[src/rtl/fadd_pkg.sv]
// Shared types and defaults for the bit-serial adder slice.
package fadd_pkg;

  typedef enum logic [1:0] {
    IDLE = 2'd0,
    ADD  = 2'd1,
    DONE = 2'd2
  } fsa_state_t;

  localparam int unsigned DEFAULT_WIDTH = 8;

endpackage

[src/rtl/full_adder_cell.sv]
// One-bit combinational full adder, time-multiplexed by the serial adder.
module full_adder_cell (
  input  logic x,
  input  logic y,
  input  logic ci,
  output logic s,
  output logic co
);

  logic p;

  assign p  = x ^ y;
  assign s  = p ^ ci;
  assign co = (x & y) | (ci & p);

endmodule

[src/rtl/fadd_serial_adder.sv]
// Bit-serial WIDTH-bit adder: accepts an operand pair, adds one bit per clock
// LSB first through a single full-adder cell, then holds the result until taken.
module fadd_serial_adder
  import fadd_pkg::*;
#(
  parameter int unsigned WIDTH = DEFAULT_WIDTH
) (
  input  logic             clk,
  input  logic             rst_n,
  input  logic             in_valid,
  output logic             in_ready,
  input  logic [WIDTH-1:0] a,
  input  logic [WIDTH-1:0] b,
  input  logic             cin,
  output logic             out_valid,
  input  logic             out_ready,
  output logic [WIDTH-1:0] sum,
  output logic             cout,
  output logic             busy
);

  localparam int unsigned CW = $clog2(WIDTH + 1);
  localparam logic [CW-1:0] LAST_BIT = CW'(WIDTH - 1);

  fsa_state_t state_q, state_d;

  logic [WIDTH-1:0] sa_q;
  logic [WIDTH-1:0] sb_q;
  logic [WIDTH-1:0] sum_q;
  logic             carry_q;
  logic             cout_q;
  logic [CW-1:0]    cnt_q;

  logic             fa_s;
  logic             fa_c;
  logic             last_bit;
  logic [WIDTH:0]   sum_shift;

  full_adder_cell u_fa (
    .x  (sa_q[0]),
    .y  (sb_q[0]),
    .ci (carry_q),
    .s  (fa_s),
    .co (fa_c)
  );

  assign last_bit = (cnt_q == LAST_BIT);

  // New bit enters at the MSB; taking [WIDTH:1] keeps this legal for WIDTH=1.
  assign sum_shift = {fa_s, sum_q};

  always_ff @(posedge clk) begin
    if (!rst_n) begin
      state_q <= IDLE;
    end else begin
      state_q <= state_d;
    end
  end

  always_comb begin
    state_d = state_q;
    case (state_q)
      IDLE: begin
        if (in_valid) begin
          state_d = ADD;
        end
      end
      ADD: begin
        if (last_bit) begin
          state_d = DONE;
        end
      end
      DONE: begin
        if (out_ready) begin
          state_d = IDLE;
        end
      end
      default: begin
        state_d = IDLE;
      end
    endcase
  end

  always_ff @(posedge clk) begin
    if (!rst_n) begin
      sa_q    <= '0;
      sb_q    <= '0;
      sum_q   <= '0;
      carry_q <= 1'b0;
      cout_q  <= 1'b0;
      cnt_q   <= '0;
    end else begin
      case (state_q)
        IDLE: begin
          if (in_valid) begin
            sa_q    <= a;
            sb_q    <= b;
            carry_q <= cin;
            cnt_q   <= '0;
          end
        end
        ADD: begin
          sa_q    <= sa_q >> 1;
          sb_q    <= sb_q >> 1;
          sum_q   <= sum_shift[WIDTH:1];
          carry_q <= fa_c;
          cnt_q   <= cnt_q + CW'(1);
          if (last_bit) begin
            cout_q <= fa_c;
          end
        end
        default: begin
        end
      endcase
    end
  end

  assign in_ready  = (state_q == IDLE);
  assign out_valid = (state_q == DONE);
  assign busy      = (state_q == ADD) || (state_q == DONE);
  assign sum       = sum_q;
  assign cout      = cout_q;

endmodule

[config.mk]
export PLATFORM = sky130hd
export DESIGN_NAME = fadd_serial_adder
export DESIGN_NICKNAME = d
export VERILOG_FILES = /design/src/rtl/fadd_pkg.sv /design/src/rtl/full_adder_cell.sv /design/src/rtl/fadd_serial_adder.sv
export SDC_FILE = /design/constraint.sdc
export NUM_CORES = 1
export LEC_CHECK = 0
export CORE_MARGIN = 8
export CORE_UTILIZATION = 55
export DETAILED_ROUTE_END_ITERATION = 8
export DONT_BUFFER_PORTS = 1
export PLACE_DENSITY = 0.78
export SYNTH_ARGS = -nofsm -noshare
export SYNTH_HDL_FRONTEND = slang
export SYNTH_SLANG_ARGS = --single-unit
[constraint.sdc]
create_clock -name clk -period 4.1 [get_ports clk]
set_input_delay 0.82 -clock clk [delete_from_list [all_inputs] [get_ports clk]]
set_output_delay 0.82 -clock clk [all_outputs]
set_load 0.02 [all_outputs]
==> metrics.txt, run 1 <==
Final Util 57.6%; total global-route track usage 12.6%; Die Height 68.9 um; Synth Area in XOR/XNOR 0%; Post-DP HPWL 1.93 mm; worst reg-to-reg path cell count 5; core area 2710 um^2; placed cell area 1500 um^2; Syn Inst Count 148; Die Width 68.9 um; LEAKAGE 0.731 nW; drt pass-1 iters 4; mux cell area share after synthesis 17.9%; Power Density 548 nW/um^2; final setup vio count 0; RSZ-0062 raised after global routing no; worst min path class register to register; clock skew 0.0115 ns; H-tree depth 2; Reg2Reg Setup Slack 1.96 ns; Synth Area in Simple Gates 15.3%; Hold Buf Count CTS 0; sequential area share after synthesis 41.6%; Slew @ Worst Pin 0.898 ns; CP max stage delay 0.78 ns; max capacitance violation total 0; Reg power frac 46.7%; antenna-violating nets left 0; Initial Util 56.9%; fin crit period 2.14 ns; fmax 468 MHz; clock power share 21.7%; Port Buffers 0; VDD IR-drop max 0.000336 V; gr ovfl total 0; Adder-Cell Fraction of Synth Area 4.55%; DR vias/cell 5.89; internal power 0.571 mW; Max Buffers Root-to-Sink 2; worst skew pair latency 0.33 ns; WL final 2.77 mm; Yosys Warn Count 0; syn avg cell area 10.4 um^2; Slew HR 40.2%; global-route wire length before repair 4.51 mm; largest family of logic cells by synthesized area multiplexers; mapped cell area 1540 um^2; post-synth top area share 41.6%; CP Max Fanout 35; Reg2Reg Launch Point state_q[1]$_SDFFE_PN0P_; Worst path top cell family by delay adder cells; largest net degree at the start of global routing 36; R2R Path End sa_q[7]$_SDFFE_PN0P_; CTS tree yes; Critical Setup Path Class register to register; post-synthesis cell type count 27; design area 1560 um^2; final hold vios 0; Final period util 52.1%; area delta synth->final 1.30%; CTS clk-pin slew, worst paths 0.10 ns; # nets final 170; outcome finished, final reports clean; Compound-Gate Fraction of Synth Area 15.1%; CTS root buf clkbuf_4; post_cts resized 0; vias 1036; Slowest cell on crit path ha_2; WL/cell 15.8 um; Fin Setup TNS 0 ns; Req. time, crit path 4.36 ns; CP Launch Type register; most frequent cells in the layout dfxtp_1 (32), mux2i_1 (26), nand2_1 (22), o211a_1 (15), nor2b_1 (14); final count of pins violating max slew 0; proportion of layout cells with a drive suffix above 1 5.52%; drt drc 0; critical-path cell list inv_1 > ha_2 > mux2_4 > nand3b_1 > a21boi_0; ranking of synthesized cells by area dfxtp_1 (42%), mux2i_1 (17%), o211a_1 (9.7%); die area 4750 um^2; most common cell after layout, fill and taps aside dfxtp_1; initial antenna violation count 0; area leader, netlist dfxtp_1; WHS Endpoint sb_q[7]$_SDFFE_PN0P_; Logic pwr share 31.6%; postcts setup bufs 0; CP startpoint state_q[1]$_SDFFE_PN0P_; Cells on Worst Hold Path 2; First DRT Iteration DRCs 27; CP Capture Type register; CTS Buf Count 5; net switching power 0.284 mW; Boundary Pins 33; vias in the first global route 977; syn nets 174; n_diodes 0; row count 19; Hold Path Origin sb_q[7]$_SDFFE_PN0P_; Hold WS 0.478 ns; Worst Path Buf+Inv 1; # clock sinks 32; FF+latch count, synth 32; routability congestion estimate 0.743; Net Sw Frac 33.2%; Worst Path Arrival 2.39 ns
sequential cells by signal, indices dropped and copies added, names as in the netlist:
name     cells
sum          8
sa_q         8
cout         1
state_q      2
carry_q      1
sb_q         8
cnt_q        4
cells by family after synthesis:
family,Yosys count
adder cells (fa/ha/maj),5
multiplexers,27
AND/OR/NAND/NOR,45
buffers and inverters,13
AO/OA/AOI/OAI,26
flip-flops,32
layout make-up:
type	instances	area [um^2]
fill	242	1150
tap	31	38.8
clock buffer	8	58.8
sequential	32	641
multi-input combinational	103	816
inverter	2	7.51
worst min-delay path, cell delays in order, from the launching register on:
cell and delay [ns]:
dfxtp_1 0.32, nand2_1 0.05, a21boi_0 0.06
synthesized netlist by cell type:
library cell and n:
o211a_1 15, clkbuf_1 4, o31ai_1 1, a32oi_1 1, o21ai_0 1, buf_4 1, fa_1 1, nand4b_1 2
mux2i_1 26, nand2b_1 1, nand3b_1 4, dfxtp_1 32, a21boi_0 4, nand3_1 1, a2bb2oi_1 1, nand2_1 22
ha_1 4, a211oi_1 1, buf_6 4, o311a_1 1, nor2b_1 14, buf_2 1, a21oi_1 1, inv_1 2
mux2_4 1, and3_1 1, clkbuf_4 1
worst max-delay path by stage:
stage / end / slack [ns] / cells past startpoint
finish: sa_q[7]$_SDFFE_PN0P_ / 1.96 / 5
global route: cnt_q[3]$_SDFFE_PN0P_ / 1.73 / 5
CTS: sa_q[7]$_SDFFE_PN0P_ / 1.96 / 5
detailed placement: cnt_q[3]$_SDFFE_PN0P_ / 1.99 / 5
global placement: cnt_q[3]$_SDFFE_PN0P_ / 2.08 / 5
floorplan: busy / 2.53 / 2
power groups by stage:
stage                     Clock [mW]  Combinational, mW  Sequential [mW]
final                          0.186              0.270            0.399
after global routing           0.202              0.302            0.406
after CTS                      0.191              0.273            0.400
after detailed placement           0              0.272            0.408
after global placement             0              0.262            0.404
after floorplan                    0              0.271            0.397
per-stage QoR:
stage               std cells  power, mW  worst slack [ns]
finish                    176      0.855              1.96
global route              176      0.910              1.73
CTS                       176      0.863              1.96
detailed placement        168      0.679              1.99
global placement          168      0.665              2.08
floorplan                 148      0.668              2.53
per-layer routing:
metal / up-vias / routed length (um) / global-route usage (%)
met2: 27 / 1280 / 19.4
met5: - / 0 / 0
met3: 5 / 280 / 6.79
met1: 487 / 1180 / 13.7
li1: 517 / - / -
met4: 0 / 40 / 6.77
Power figures use the tool's default switching activity.
==> run 2: changes to the inputs <==
==> constraint.sdc (replaced) <==
create_clock -name clk -period 2.2 [get_ports clk]
set_input_delay 0.44 -clock clk [delete_from_list [all_inputs] [get_ports clk]]
set_output_delay 0.44 -clock clk [all_outputs]
set_load 0.02 [all_outputs]
==> metrics.txt, run 2 (same netlist as run 1, synthesis figures left out) <==
Cells on Worst Hold Path 1 (-1); Power Density 1070 nW/um^2 (+95%); most frequent cells in the layout dfxtp_1 (32), mux2i_1 (26), nand2_1 (22), o211a_1 (15), nor2b_1 (14); RSZ-0062 raised after global routing no; most common cell after layout, fill and taps aside dfxtp_1; CTS root buf clkbuf_4; total global-route track usage 13.6% (+0.99 points); multi-input logic area 816 um^2 (unchanged); postcts setup bufs 0 (unchanged); CTS Buf Count 5 (unchanged); Post-DP HPWL 2.07 mm (+7.4%); WL final 2.89 mm (+4.0%); antenna-violating nets left 0 (unchanged); final count of pins violating max slew 0 (unchanged); Port Buffers 0 (unchanged); H-tree depth 2 (unchanged); worst reg-to-reg path cell count 4 (-1); gr ovfl total 0 (unchanged); outcome finished, final reports clean; Reg2Reg Setup Slack 0.50 ns (-1.46 ns); Req. time, crit path 2.43 ns (-1.93 ns); DR vias/cell 6.02 (+2.2%); die area 4750 um^2 (unchanged); drt pass-1 iters 4 (unchanged); CTS tree yes; max capacitance violation total 0 (unchanged); LEAKAGE 0.750 nW (+2.6%); Storage cell area 641 um^2 (unchanged); final setup margin 0.501 ns (-1.46 ns); fmax 589 MHz (+26%); routability congestion estimate 0.679 (-8.6%); VDD IR-drop max 0.000635 V (+89%); post_cts resized 0 (unchanged); largest net degree at the start of global routing 35 (-2.8%); Hold Buf Count CTS 0 (unchanged); CP Launch Type register; Slew @ Worst Pin 0.462 ns (-0.436 ns); Fillers 260 (+7.4%); # clock sinks 32 (unchanged); Fin Setup TNS 0 ns (unchanged); Placed Instances 170 (+1.2%); clock skew 0.0125 ns (+0.00104 ns); area delta synth->final 3.65%; pre-CTS setup slack 0.517 ns (-1.47 ns); placed cell area 1520 um^2 (+1.0%); proportion of layout cells with a drive suffix above 1 8.16% (+2.6 points); vias 1071 (+3.4%); non-filler instance count after layout 178 (+1.1%); Max Buffers Root-to-Sink 2 (unchanged); CP Max Fanout 34 (-2.9%); Slew HR 68.3% (+28 points); final setup vio count 0 (unchanged); First DRT Iteration DRCs 27 (unchanged); Final period util 77.2% (+25 points); Final Util 59.0% (+1.3 points); fin crit period 1.70 ns (-0.436 ns); worst min path class primary input to register; # nets final 172 (+1.2%); final hold vios 0 (unchanged); drt drc 0 (unchanged); WL/cell 16.2 um (+2.9%); Die Height 68.9 um (unchanged); core area 2710 um^2 (unchanged); Critical Setup Path Class register to register; vias in the first global route 1011 (+3.5%); Die Width 68.9 um (unchanged); global-route wire length before repair 4.80 mm (+6.4%); CP Capture Type register; Initial Util 56.9% (unchanged); row count 19 (unchanged); n_diodes 0 (unchanged); design area 1600 um^2 (+2.3%); initial antenna violation count 0 (unchanged); Boundary Pins 33 (unchanged); worst skew pair latency 0.34 ns (about the same); Worst Path Arrival 1.92 ns (-0.47 ns); CTS clk-pin slew, worst paths 0.11 ns (about the same)
## run 2: cell count changes in the layout (fill, tap and decap cells not counted), sizes merged
cell	previous run	this run
clkbuf	8	5
buf	0	2
bufinv	0	1
clkinv	0	1
clkinvlp	0	1
## run 2: routing by layer
| layer | up-vias | track usage [%] | routed length, um |
|---|---|---|---|
| met2 | 29 | 20.7 | 1360 |
| li1 | 518 | - | - |
| met5 | - | 0 | 0 |
| met4 | 0 | 7.27 | 59 |
| met3 | 7 | 8.72 | 312 |
| met1 | 517 | 14.2 | 1150 |
## run 2: power by group
group	leakage, nW	switching, mW	internal [mW]	total [mW]
combinational	0.447	0.281	0.239	0.520
sequential	0.262	0.0677	0.675	0.743
clock	0.0412	0.205	0.237	0.442
total	0.750	0.553	1.15	1.70
## run 2: path summary, 6_finish.rpt
kind                                start                    to
setup reg to reg  state_q[1]$_SDFFE_PN0P_  sb_q[2]$_SDFFE_PN0P_
hold reg to reg      sa_q[7]$_SDFFE_PN0P_  sa_q[7]$_SDFFE_PN0P_
hold / removal                      rst_n  sa_q[6]$_SDFFE_PN0P_
setup / recovery  state_q[1]$_SDFFE_PN0P_  sb_q[2]$_SDFFE_PN0P_
## run 2: metrics by stage
step	power, mW	hold WS [ns]
after floorplan	1.24	0.441
after global placement	1.25	0.448
after detailed placement	1.28	0.466
after CTS	1.73	0.206
after global routing	1.82	0.194
final	1.70	0.223
## run 2: cell type report
class,count,area share [%]
inverter,2,0.470
tap,31,2.43
multi-input combinational,103,51.1
clock inverter,3,2.66
clock buffer,5,2.35
timing repair buffer,2,0.940
sequential,32,40.1
## run 2: critical path, stage by stage (launching register included)
cell and delay [ns]:
dfxtp_1 0.32, inv_1 0.09, ha_1 0.42, mux2_4 0.49, o211a_1 0.26
==> run 3: changes to the inputs <==
==> constraint.sdc (replaced) <==
create_clock -name clk -period 1.7 [get_ports clk]
set_input_delay 0.34 -clock clk [delete_from_list [all_inputs] [get_ports clk]]
set_output_delay 0.34 -clock clk [all_outputs]
set_load 0.02 [all_outputs]
==> metrics.txt, run 3 (same netlist as run 1, synthesis figures left out) <==
Hold Buf Count CTS 0 (unchanged); Req. time, crit path 1.92 ns (-0.51 ns); Fin Setup TNS 0 ns (unchanged); Worst Path Arrival 1.81 ns (-0.11 ns); DR vias/cell 5.96 (-0.93%); Max Buffers Root-to-Sink 2 (unchanged); max capacitance violation total 0 (unchanged); total global-route track usage 12.9% (-0.73 points); Hold Path Origin rst_n; fmax 629 MHz (+7.0%); CTS clk-pin slew, worst paths 0.09 ns (-0.02 ns); antenna-violating nets left 0 (unchanged); most frequent cells in the layout dfxtp_1 (32), mux2i_1 (25), nand2_1 (22), o211a_1 (15), nor2b_1 (14); met2 Use GR 20.5% (-0.23 points); CP startpoint state_q[0]$_SDFFE_PN0P_; CTS root buf clkbuf_4; design area 1600 um^2 (+0.24%); CP Launch Type register; WL final 3.05 mm (+5.8%); Initial Util 56.9% (unchanged); First DRT Iteration DRCs 26 (-3.7%); global-route wire length before repair 4.55 mm (-5.2%); Die Height 68.9 um (unchanged); drt pass-1 iters 4 (unchanged); met1 Use GR 13.8% (-0.40 points); # clock sinks 32 (unchanged); Power Density 1320 nW/um^2 (+24%); CTS tree yes; fin crit period 1.59 ns (-0.110 ns); CP Capture Type register; H-tree depth 2 (unchanged); Final period util 93.5% (+16 points); clock skew 0.00963 ns (-0.00292 ns); postcts setup bufs 0 (unchanged); core area 2710 um^2 (unchanged); CTS Buf Count 5 (unchanged); LEAKAGE 0.745 nW (-0.76%); Post-DP HPWL 2.10 mm (+1.3%); worst skew pair latency 0.33 ns (about the same); routability congestion estimate 0.729 (+7.4%); busiest grt layer met2; Reg2Reg Launch Point state_q[0]$_SDFFE_PN0P_; vias in the first global route 977 (-3.4%); placed cell area 1540 um^2 (+1.3%); area delta synth->final 3.90%; Final Util 59.1% (+0.14 points); Boundary Pins 33 (unchanged); post_cts resized 0 (unchanged); Global Route met3 Usage 8.56% (-0.16 points); gr ovfl total 0 (unchanged); CP Max Fanout 17 (-50%); outcome finished, final reports clean; drt drc 0 (unchanged); final setup vio count 0 (unchanged); # nets final 174 (+1.2%); worst min path class primary input to register; most common cell after layout, fill and taps aside dfxtp_1; Critical Setup Path Class register to register; initial antenna violation count 0 (unchanged); VDD IR-drop max 0.00101 V (+59%); n_diodes 0 (unchanged); RSZ-0062 raised after global routing no; Die Width 68.9 um (unchanged); largest net degree at the start of global routing 35 (unchanged); row count 19 (unchanged); final count of pins violating max slew 0 (unchanged); proportion of layout cells with a drive suffix above 1 9.46% (+1.3 points); Slew @ Worst Pin 0.352 ns (-0.110 ns); WL/cell 17.1 um (+5.2%); die area 4750 um^2 (unchanged); Slew HR 76.1% (+7.7 points); vias 1067 (-0.37%); final hold vios 0 (unchanged); Port Buffers 0 (unchanged)
run 3: final timing paths:
kind,end,cells after the start,slack (ns)
worst max-delay path,sb_q[2]$_SDFFE_PN0P_,4,0.11
worst min-delay path,sb_q[6]$_SDFFE_PN0P_,1,0.13
worst max register to register,sb_q[2]$_SDFFE_PN0P_,4,0.11
worst min register to register,sa_q[7]$_SDFFE_PN0P_,2,0.47
run 3: layout make-up:
type | count | area [um^2]
fillers | 258 | 1110
well taps | 31 | 38.8
flip-flops and latches | 32 | 641
repair buffers | 3 | 35.0
multi-input cells | 104 | 833
inverters | 2 | 7.51
clock buffers | 6 | 41.3
clock inverters | 1 | 5.00
run 3: through the flow:
step                      setup slack, ns  cells  hold WS (ns)  power, mW
final                               0.111    179         0.134       2.11
after global routing               0.0510    179         0.112       2.23
after CTS                          0.0499    178         0.114       2.09
after detailed placement           0.0946    171         0.456       1.70
after global placement              0.213    171         0.449       1.66
after floorplan                     0.143    148         0.441       1.61
run 3: layer usage:
layer	wire [um]	vias up	share of wire [%]
met1	1260	509	41
met3	293	2	9.6
met2	1470	30	48
met5	0	-	0
met4	27	0	0.88
li1	-	526	-
run 3: critical path, stage by stage, from the launching register on:
cell,delay (ns)
dfxtp_1,0.35
inv_1,0.09
ha_2,0.30
mux2_2,0.50
o211a_1,0.25
run 3: power breakdown:
part	switching [mW]	internal, mW
Combinational	0.395	0.357
Clock	0.240	0.152
Sequential	0.0927	0.874
Total	0.728	1.38
